===== src/rtl/forth_word_find.sv =====
// forth_word_find: name -> opcode lookup for the outer interpreter.
// Collects one ASCII token from the parser, scans the primitive name ROM from
// the newest entry (NWORD-1) down to entry 0 and reports the opcode of the
// first entry whose name equals the token, or not-found.
//
// Timing summary, counting cycle 0 as the first cycle in SCAN:
//   - ROM address NWORD-1 is presented in cycle 0, one lower each cycle.
//   - The ROM answers one cycle after rom_en, so entry issued in cycle t
//     is compared in cycle t+1.
//   - A hit in cycle t+1 raises res_valid in cycle t+2.
// Overlong tokens never touch the ROM; the not-found result appears the
// cycle after ch_last is accepted.

module forth_word_find #(
  parameter int NWORD   = 128,
  parameter int AW      = 7,
  parameter int MAX_LEN = 16,
  parameter int UCASE   = 1
) (
  input  logic                 clk,
  input  logic                 rst_n,
  // token character stream from the tokenizer
  input  logic                 ch_valid,
  input  logic [7:0]           ch_data,
  input  logic                 ch_last,
  output logic                 ch_ready,
  // name ROM read port (registered read, data one cycle after rom_en)
  output logic                 rom_en,
  output logic [AW-1:0]        rom_addr,
  input  logic [4:0]           rom_len,
  input  logic [7:0]           rom_op,
  input  logic [8*MAX_LEN-1:0] rom_name,
  // lookup result towards the dispatcher
  output logic                 res_valid,
  output logic                 res_found,
  output logic [7:0]           res_op,
  input  logic                 res_ready
);

  typedef enum logic [1:0] {
    ST_COLLECT = 2'd0,
    ST_SCAN    = 2'd1,
    ST_RESULT  = 2'd2
  } state_e;

  state_e          state_q;
  logic [4:0]      len_q;        // chars stored so far (0..MAX_LEN)
  logic            ovf_q;        // token exceeded MAX_LEN, lookup skipped
  logic            ch_ready_q;
  logic            rom_en_q;
  logic [AW-1:0]   rom_addr_q;
  logic            cmp_valid_q;  // ROM outputs this cycle belong to an issued read
  logic            cmp_last_q;   // ...and that read was entry 0
  logic            res_valid_q;
  logic            res_found_q;
  logic [7:0]      res_op_q;

  // Fold a-z onto A-Z when the lookup is case-insensitive.
  function automatic logic [7:0] fold_case(input logic [7:0] c);
    if ((UCASE != 0) && (c >= 8'h61) && (c <= 8'h7A)) begin
      return c - 8'h20;
    end
    return c;
  endfunction

  logic                accept;       // a token char is taken this cycle
  logic                buf_full;     // no room for another char
  logic                ovf_d;        // overflow state including this char
  logic [MAX_LEN-1:0]  char_eq;      // per-position compare, positions >= len pass
  logic                entry_match;  // ROM entry on the bus equals the token
  logic                at_entry0;    // the read being issued is entry 0

  // ch_ready_q is only high in COLLECT, so accept implies COLLECT.
  assign accept   = ch_valid & ch_ready_q;
  assign buf_full = (len_q == 5'(MAX_LEN));
  assign ovf_d    = ovf_q | buf_full;
  assign at_entry0 = (rom_addr_q == '0);

  // One storage byte and one comparator per token position. The token is
  // case-folded on the way in so only the ROM side is folded per compare.
  generate
    for (genvar gi = 0; gi < MAX_LEN; gi++) begin : g_pos
      logic [7:0] chr_q;

      // Capture the char that lands at position gi of the token.
      always_ff @(posedge clk) begin
        if (accept && (len_q == 5'(gi))) begin
          chr_q <= fold_case(ch_data);
        end
      end

      assign char_eq[gi] = (5'(gi) >= len_q) ||
                           (chr_q == fold_case(rom_name[8*gi +: 8]));
    end
  endgenerate

  // Empty ROM slots (length 0) can never match; length must be exact.
  assign entry_match = cmp_valid_q &&
                       (rom_len != 5'd0) &&
                       (rom_len == len_q) &&
                       (&char_eq);

  // Control FSM: COLLECT -> SCAN -> RESULT -> COLLECT, all outputs registered.
  always_ff @(posedge clk) begin
    if (!rst_n) begin
      state_q     <= ST_COLLECT;
      len_q       <= 5'd0;
      ovf_q       <= 1'b0;
      ch_ready_q  <= 1'b1;
      rom_en_q    <= 1'b0;
      rom_addr_q  <= '0;
      cmp_valid_q <= 1'b0;
      cmp_last_q  <= 1'b0;
      res_valid_q <= 1'b0;
      res_found_q <= 1'b0;
      res_op_q    <= 8'h00;
    end else begin
      case (state_q)
        ST_COLLECT: begin
          if (accept) begin
            // Chars beyond MAX_LEN are dropped but remembered as overflow.
            if (!buf_full) begin
              len_q <= len_q + 5'd1;
            end else begin
              ovf_q <= 1'b1;
            end
            if (ch_last) begin
              ch_ready_q <= 1'b0;
              if (ovf_d) begin
                // Too long to be any name: answer without touching the ROM.
                state_q     <= ST_RESULT;
                res_valid_q <= 1'b1;
                res_found_q <= 1'b0;
                res_op_q    <= 8'h00;
              end else begin
                // Newest entry is read first, in the first SCAN cycle.
                state_q     <= ST_SCAN;
                rom_en_q    <= 1'b1;
                rom_addr_q  <= AW'(NWORD - 1);
                cmp_valid_q <= 1'b0;
                cmp_last_q  <= 1'b0;
              end
            end
          end
        end

        ST_SCAN: begin
          // Track which issued read the ROM will answer next cycle.
          cmp_valid_q <= rom_en_q;
          cmp_last_q  <= rom_en_q & at_entry0;
          if (entry_match) begin
            // First hit is the newest definition; the read still in flight
            // is simply never looked at.
            state_q     <= ST_RESULT;
            rom_en_q    <= 1'b0;
            cmp_valid_q <= 1'b0;
            res_valid_q <= 1'b1;
            res_found_q <= 1'b1;
            res_op_q    <= rom_op;
          end else if (cmp_valid_q && cmp_last_q) begin
            // Entry 0 compared without a hit.
            state_q     <= ST_RESULT;
            cmp_valid_q <= 1'b0;
            res_valid_q <= 1'b1;
            res_found_q <= 1'b0;
            res_op_q    <= 8'h00;
          end else if (rom_en_q) begin
            // Walk downwards; stop issuing after entry 0, address holds.
            if (at_entry0) begin
              rom_en_q <= 1'b0;
            end else begin
              rom_addr_q <= rom_addr_q - AW'(1);
            end
          end
        end

        ST_RESULT: begin
          // Hold the answer until the dispatcher takes it.
          if (res_ready) begin
            state_q     <= ST_COLLECT;
            res_valid_q <= 1'b0;
            ch_ready_q  <= 1'b1;
            len_q       <= 5'd0;
            ovf_q       <= 1'b0;
          end
        end

        default: begin
          state_q <= ST_COLLECT;
        end
      endcase
    end
  end

  assign ch_ready  = ch_ready_q;
  assign rom_en    = rom_en_q;
  assign rom_addr  = rom_addr_q;
  assign res_valid = res_valid_q;
  assign res_found = res_found_q;
  assign res_op    = res_op_q;

endmodule


===== config.mk =====
export PLATFORM = sky130hd
export DESIGN_NAME = forth_word_find
export DESIGN_NICKNAME = d
export VERILOG_FILES = /design/src/rtl/forth_word_find.sv
export SDC_FILE = /design/constraint.sdc
export NUM_CORES = 1
export LEC_CHECK = 0
export CAP_MARGIN = 20
export CORE_UTILIZATION = 50
export CTS_BUF_LIST = sky130_fd_sc_hd__clkbuf_8
export DETAILED_ROUTE_END_ITERATION = 8
export GPL_TIMING_DRIVEN = 0
export PLACE_DENSITY = 0.87
export SKIP_CTS_REPAIR_TIMING = 1
export SYNTH_ARGS = -nofsm -noshare
export SYNTH_HDL_FRONTEND = slang
export SYNTH_SLANG_ARGS = --single-unit
export TNS_END_PERCENT = 50

===== constraint.sdc =====
create_clock -name clk -period 3.6 [get_ports clk]
set_input_delay 0.36 -clock clk [delete_from_list [all_inputs] [get_ports clk]]
set_output_delay 0.36 -clock clk [all_outputs]
set_load 0.02 [all_outputs]

### After elaboration in Yosys (flattened, before gate mapping)

Index checks and enable logic that the tools add are counted.

| storage, ports and cells | value |
|---|---|
| register bits after elaboration | 157 |
| bits of input ports | 154 |
| output and inout port bits | 19 |
| logic and storage cells | 359 |

| operators by class | value |
|---|---|
| $add $sub $neg | 19 |
| magnitude comparators | 50 |
| eq/ne operators | 48 |
| mux-type cells | 142 |
| bitwise operators | 3 |
| reduce and logical (&&, ||, !) cells | 70 |

Operator list:

| operator | number |
|---|---|
| $mux 8 | 54 |
| $ge 8x7->1 const B | 17 |
| $le 8x7->1 const B | 17 |
| $sub 8x6->8 const B | 17 |
| $eq 8x8->1 | 16 |
| $mux 1 | 61 |
| $mux 7 | 7 |
| $eq 5x4->1 const B | 8 |
| $ge 4x5->1 const A | 8 |
| $logic_and 1x1->1 | 37 |
| $ne 2x2->1 const B | 11 |
| $eq 5x3->1 const B | 4 |
| $ge 3x5->1 const A | 4 |
| $reduce_and 4->1 | 5 |
| $logic_or 1x1->1 | 16 |
| $pmux 8 s2 | 1 |
| $reduce_and 16->1 | 1 |
| $mux 5 | 3 |
| $pmux 7 s2 | 1 |
| $mux 2 | 6 |
| $pmux 1 s2 | 6 |
| $eq 5x2->1 const B | 2 |
| $ge 1x5->1 const A | 2 |
| $ge 2x5->1 const A | 2 |
| other kinds (22) | 26 |

### Depth between registers and ports, before layout

Gate-level depths: netlist (run 1).

| depth | value |
|---|---|
| word-level depth | 10 |
| mapped depth | 13 |
| mapped depth without buffers | 12 |

### Least setup slack after synthesis (run 1)

Ideal clock, no wire load.

| timing path | value |
|---|---|
| path kind | input to register |
| from | input port rom_name[46] |
| to | register rom_en_q (netlist: rom_en) |
| library setup time | 96 ps |
| arrival | 3066 ps |
| required time | 3504 ps |
| path slack | 438 ps |
| stages on the path | 11 |
| path buffers | 1 |
| cells stage by stage | inv_1 -> or3_1 -> or4_4 -> a2111oi_4 -> a41oi_2 -> a2111oi_4 -> nand4_2 -> or3_1 -> buf_6 -> mux2i_1 -> a221oi_1 |

| between the ends | value |
|---|---|
| word-level cells in the longest chain between the ends | 10 |
| elaborated cells on any way between the ends | 15 |
| those cells by class | add/sub (1); order compare (2); eq/ne (2); mux (5); reduce/logical (5) |

Ends and longest elaborated chain:

| element | RTL line | source |
|---|---|---|
| from (decl) | 32 | `input logic [8*MAX_LEN-1:0] rom_name,` |
| $ge 8x7->1 / $le 8x7->1 (equally long branches) | 60 | `if ((UCASE != 0) && (c >= 8'h61) && (c <= 8'h7A)) begin` |
| $logic_and 1x1->1 | 60 |  |
| $mux 1 | 60 |  |
| $mux 8 (*) | 63 | `return c;` |
| $eq 8x8->1 (*) | 93 | `(chr_q == fold_case(rom_name[8*gi +: 8]));` |
| $logic_or 1x1->1 (*) | 92 | `assign char_eq[gi] = (5'(gi) >= len_q) \|\|` |
| $reduce_and 16->1 (*) | 101 | `(&char_eq);` |
| $logic_and 1x1->1 (*) | 100 | `(rom_len == len_q) &&` |
| $ne 3x3->1 (no line) / $mux 1 (equally long branches) | - |  |
| $reduce_and 5->1 (no line) / $pmux 1 s2 (equally long branches) | - |  |
| to (signal assigned) | 110 | `rom_en_q <= 1'b0;` |
| to (signal assigned) | 138 | `rom_en_q <= 1'b1;` |
| to (signal assigned) | 155 | `rom_en_q <= 1'b0;` |
| to (decl) | 50 | `logic rom_en_q;` |

Every way passes the cells marked *; elsewhere a longest branch is shown, timed or not. The select of a mux whose other input is x is not followed.
A chain may end at the register's enable or synchronous reset.

### Final worst setup path (run 1)

| timing path | value |
|---|---|
| from | input port rom_name[49] |
| to | register rom_en_q (netlist: rom_en) |

Same word-level chain as after synthesis.

==> results.ini, run 1 <==
[outcome]
status=finished clean

[layout]
num-nets-final=1180
multi_input_area_um2=4110
fillerInstances=1265
drive_gt1_frac=0.0700
areaGrowthSynthToFinish_pct=28.1
num_antenna_cells=0
seqCellArea_um2=4420
postLayoutCellArea_um2=11200

[clocking]
clockBufferDepth=2
cts_made_buffers=17
cts_tree=built
clkSlewWorstSetupHoldPaths_ps=80
cts_max_level=4
insertion_delay_ps=460
cts_sinks=157
clock-root-buffer=clkbuf_8

[setup_path]
cp_max_fo=5
critical_path_required_ps=3970
critical_path_arrival_ps=3900
crit_top_cell=a2111oi_4
cp-end-kind=register
cp_slowest_stage_delay_ps=570
slowest_stage=or4b_4
cp_cell_sequence=clkdlybuf4s50_1 -> or3_1 -> o221ai_1 -> or4b_4 -> a2111oi_4 -> a41oi_2 -> a2111oi_4 -> nand4_4 -> or3_4 -> buf_6 -> mux2i_1 -> a221oi_1
crit_type=in -> reg
cp-start-kind=input port

[run]
maxCapViolCount=0

[timing]
tightest_slew_ps=979
period_minus_slack_ps=3530
max_clock_freq_ghz=0.283
relSlewSlack=0.346
post-route-period-util=0.980
setup_viol=0
fin_skew_ps=12.9
drv_slew=0
final_hold_viol_count=0

[routing]
vias_per_cell=5.70
drc=0
first_pass_iters=5
final_antenna_net_count=0
avgRoutedWirePerCell_um=17.5
vias=7060
drtIter0Drc=520
drt_wl_total_um=21700

[placed_design]
hpwl_um=15900
place_area_um2=10800
gp_congestion=0.905
port_buffers=171

[synthesis]
synthTopCellsByArea=edfxtp_1, xnor2_1, dfxtp_1
yosys.area.top_type=edfxtp_1
mappedNetlistNets=985
synthTopCellsByCount=edfxtp_1, xnor2_1, nand2_1, xor2_1, inv_1
synth_cells=806
avgSynthCellArea_um2=10.9
ys_seq_area_frac=0.505
synth-edff-count=128
synth_top_area_frac=0.439
synth-seq-cells=157
synth-main-ff-cell=edfxtp_1
synth.distinct_cells=69
ys.warnings.count=0
synth.most_common_cell=edfxtp_1
async_flop_share=0
netlist_area_um2=8760

[die]
fp-row-count=48
num_io_pins=173
die_h_um=134
die-width_um=134
dieArea_um2=18000
start_util=0.510
core_um2=17200

[power_and_ir_drop]
p_total_mw=4.73
clkPwrFrac=0.260
power_density_nw_per_um2=422
pwr-share-comb=0.275
p_leak_nw=3.87
p_switching_mw=1.47
cellInternalPower_mw=3.26
seqPwrFrac=0.465
switching_share=0.312
max-vdd-ir-drop_mv=0.404

[grt]
track_usage=0.243
grt_max_degree=19
grt_pass1_wl_um=33500
overflow=0
grt_pass1_vias=6853
antenna_found_initial=0

[worst_hold_path]
hold_class=in -> reg

## power groups by stage
| stage | clock network [mW] | logic (mW) | registers, mW |
|---|---|---|---|
| after floorplan | 0 | 0.717 | 2.27 |
| after global placement | 0 | 1.23 | 2.24 |
| after detailed placement | 0 | 1.27 | 2.24 |
| after CTS | 1.24 | 1.28 | 2.20 |
| after global routing | 1.31 | 1.43 | 2.22 |
| final | 1.23 | 1.30 | 2.20 |
## final timing paths
path	to	cells after the start	startpoint	slack, ps
worst max register to register	rom_en$_SDFFE_PN0P_	11	g_pos[6].chr_q[7]$_DFFE_PP_	190
worst min-delay path	rom_addr[5]$_SDFFE_PN0P_	3	rst_n	350
worst min register to register	res_op[2]$_SDFFE_PN0P_	2	res_op[2]$_SDFFE_PN0P_	460
worst max-delay path	rom_en$_SDFFE_PN0P_	12	rom_name[49]	70
## through the flow
stage / util / instances / setup TNS [ps] / hold WS (ps) / setup WS, ps
final: 0.653 / 1239 / 0 / 349 / 71.8
after CTS: 0.648 / 1235 / 0 / 330 / 4.97
after global routing: 0.653 / 1239 / -38.6 / 352 / -22.3
after detailed placement: 0.627 / 1203 / -7060 / 451 / -486
after floorplan: - / 806 / 0 / 455 / 438
after global placement: 0.626 / 1202 / -15530 / 442 / -393
## per-layer routing
layer  vias up  track usage  share of wire
met3        47       0.0605          0.082
met2       320        0.412           0.49
met1      3346        0.293           0.41
met4         0        0.102          0.022
li1       3347            -              -
met5         -            0              0
## final cells by class
cell class              count  share of cell area
multi-input cells         579               0.366
inverters                  58              0.0194
plain buffers              12             0.00513
well taps                 225              0.0251
flip-flops and latches    157               0.394
clock inverters            15              0.0116
repair buffers            176               0.157
clock buffers              17              0.0208
## worst max-delay path, delay by kind of cell
kind	cells	cell delay (ps)
mux	1	110
simple gates	4	1280
buf+inv	2	680
compound gates	5	1460
## cells by family after synthesis
kind of cell	share of synthesized area
fa+ha+maj	0.0357
buf+inv	0.0314
mux	0.00700
xor+xnor	0.142
simple gates	0.150
compound gates	0.129
flops	0.505
## flip-flops by register name, indices dropped and copies added (netlist names)
register     count
g_pos.chr_q    128
res_op           8
rom_addr         7
len_q            5
state_q          2
ch_ready         1
cmp_last_q       1
cmp_valid_q      1
ovf_q            1
res_found        1
res_valid        1
rom_en           1
## cell usage in the layout, fill, tap and decap left out, drive strengths merged, types with 8 or more instances in the layout
cell	synthesis	routed
clkdlybuf4s50	0	167
edfxtp	128	128
xnor2	81	81
nand2	66	66
xor2	61	61
inv	57	59
nor2	44	44
o21ai	34	34
dfxtp	29	29
a21oi	29	29
nor3	29	29
nand3	27	27
ha	25	25
clkbuf	7	24
nand4	16	16
or4	13	13
nor4	12	12
or3	12	12
o22ai	11	11
clkinv	1	11
buf	5	10
nor2b	9	9
o31ai	9	9
o211ai	8	8
No activity file was read; power rests on OpenSTA's default activity.
==> run 2, diff against run 1 <==
--- a/config.mk
+++ b/config.mk
@@ -6,11 +6,11 @@
 export NUM_CORES = 1
 export LEC_CHECK = 0
 export CAP_MARGIN = 20
-export CORE_UTILIZATION = 50
+export CORE_UTILIZATION = 49
 export CTS_BUF_LIST = sky130_fd_sc_hd__clkbuf_8
 export DETAILED_ROUTE_END_ITERATION = 8
 export GPL_TIMING_DRIVEN = 0
-export PLACE_DENSITY = 0.87
+export PLACE_DENSITY = 0.85
 export SKIP_CTS_REPAIR_TIMING = 1
 export SYNTH_ARGS = -nofsm -noshare
 export SYNTH_HDL_FRONTEND = slang
==> constraint.sdc (replaced) <==
create_clock -name clk -period 3.8 [get_ports clk]
set_input_delay 0.38 -clock clk [delete_from_list [all_inputs] [get_ports clk]]
set_output_delay 0.38 -clock clk [all_outputs]
set_load 0.02 [all_outputs]
==> run 2 against run 1 <==
  * Clock skew up 0.59 ps
  * Critical path depth did not move
  * Clock-buffer cell count increased by 3
  * Critical endpoint unchanged
  * Largest cell class unchanged
==> results.ini, run 2 (synthesis results as in run 1) <==
[timing]
drv_slew=0
max_clock_freq_ghz=0.277
relSlewSlack=0.302
setup_viol=0
tightest_slew_ps=1040
period_minus_slack_ps=3620
fin_ws_ps=183
final_hold_viol_count=0
post-route-period-util=0.952
rsz0062_at_grt=false
fin_skew_ps=13.5

[routing]
avgRoutedWirePerCell_um=17.5
drtIter0Drc=429
final_antenna_net_count=0
first_pass_iters=4
drc=0
wl_met1_um=8960
drt_wl_total_um=21600
dr_wl_met3_um=1390
met2_wirelength_um=10700
vias_per_cell=5.62
top_layer_used=met4
vias=6945

[power_and_ir_drop]
power_density_nw_per_um2=403
p_leak_nw=3.84
max-vdd-ir-drop_mv=0.311

[layout]
largest_reg_flops=128
stdcell_count=1236
final_common_cell=clkdlybuf4s50_1
layout_common_cells=clkdlybuf4s50_1, edfxtp_1, xnor2_1
top_register=g_pos.chr_q
final_util=0.645
num-nets-final=1177
areaGrowthSynthToFinish_pct=27.8
drive_gt1_frac=0.0643
num_antenna_cells=0
fillerInstances=1345

[grt]
grt_pass1_vias=6800
overflow=0
antenna_found_initial=0
grt_max_degree=19
track_usage=0.240
grt_pass1_wl_um=33400

[clocking]
cts_sinks=157
cts_made_buffers=17
clock-root-buffer=clkbuf_8
clkSlewWorstSetupHoldPaths_ps=80
cts_max_level=4
cts_tree=built
clockBufferDepth=2
insertion_delay_ps=440

[setup_path]
critical_path_required_ps=4140
crit_type=in -> reg
rrSetupSlack_ps=420
worstReg2RegEnd=rom_en$_SDFFE_PN0P_
cp_slowest_stage_delay_ps=560
cp-start-kind=input port
crit_top_cell=or3_1
critical_path_arrival_ps=3960
crit_family=simple AND/OR/NAND/NOR gates
slowest_stage=or4_1
cp_cell_sequence=clkdlybuf4s50_1 -> inv_1 -> or3_1 -> or4_1 -> a2111oi_4 -> a31oi_1 -> o22ai_1 -> o2111ai_2 -> or3_1 -> buf_6 -> mux2i_1 -> a221oi_1
path_buf_inv=3
cp_max_fo=5
cp-end-kind=register
reg2reg_depth=11
worstReg2RegStart=g_pos[6].chr_q[7]$_DFFE_PP_

[worst_hold_path]
hold_class=in -> reg
min_from=rst_n
holdPathEnd=rom_addr[6]$_SDFFE_PN0P_
min_path_cells=3

[die]
core_um2=17400
die-width_um=136
start_util=0.505
num_io_pins=173
die_h_um=136
fp-row-count=48
dieArea_um2=18400

[placed_design]
hpwl_um=15800
gp_congestion=0.909
place_inst=1203
port_buffers=171
pre_cts_ws_ps=-282

[run]
maxCapViolCount=0

[outcome]
status=finished clean

run 2: power by group:
group          total, mW  internal (mW)  switching, mW  leakage, nW
clock               1.19          0.620          0.575        0.214
sequential          2.08           1.99         0.0983         1.39
combinational       1.23          0.531          0.699         2.23
total               4.51           3.14           1.37         3.84
run 2: how the worst max path moves through the flow:
stage,start,end,slack (ps),depth (start not counted)
6_report,rom_name[94],rom_en$_SDFFE_PN0P_,180,12
5_1_grt,rom_name[94],rom_en$_SDFFE_PN0P_,40,12
4_1_cts,rom_name[94],rom_en$_SDFFE_PN0P_,110,12
3_5_place_dp,rom_name[94],rom_en$_SDFFE_PN0P_,-280,12
3_3_place_gp,ch_data[3],g_pos[0].chr_q[6]$_DFFE_PP_,-360,5
2_1_floorplan,rom_name[46],rom_en$_SDFFE_PN0P_,620,11
run 2: final cells by class:
class                      instances  area (µm²)  share of cell area
timing repair buffer             173        1730               0.155
inverter                          58         218              0.0194
clock inverter                    12         106             0.00950
tap                              225         282              0.0251
sequential                       157        4420               0.395
clock buffer                      20         275              0.0246
buffer                            12        57.6             0.00514
multi-input combinational        579        4100               0.366
run 2: per-stage QoR:
step	total power [mW]	TNS, ps	hold slack, ps	area [µm²]
final	4.51	0	377	11200
after global routing	4.73	0	385	11200
after CTS	4.50	0	360	11200
after detailed placement	3.33	-3190	454	10800
after global placement	3.29	-9930	444	10800
after floorplan	2.83	0	455	8760
run 2: tightest hold or removal path, cell delays in order:
cell      delay, ps
clkbuf_1        220
o41ai_1         120
nor3b_1          50
run 2: layer usage:
metal / vias to the layer above / GRT usage
met5: - / 0
met4: 0 / 0.109
met3: 48 / 0.0460
met2: 250 / 0.408
met1: 3292 / 0.294
li1: 3355 / -
==> run 3, diff against run 2 <==
--- a/config.mk
+++ b/config.mk
@@ -10,6 +10,7 @@
 export CTS_BUF_LIST = sky130_fd_sc_hd__clkbuf_8
 export DETAILED_ROUTE_END_ITERATION = 8
 export GPL_TIMING_DRIVEN = 0
+export HOLD_SLACK_MARGIN = 0.06
 export PLACE_DENSITY = 0.85
 export SKIP_CTS_REPAIR_TIMING = 1
 export SYNTH_ARGS = -nofsm -noshare
==> results of run 3 <==
Final layout, timing and power as in run 2 (identical DEF).
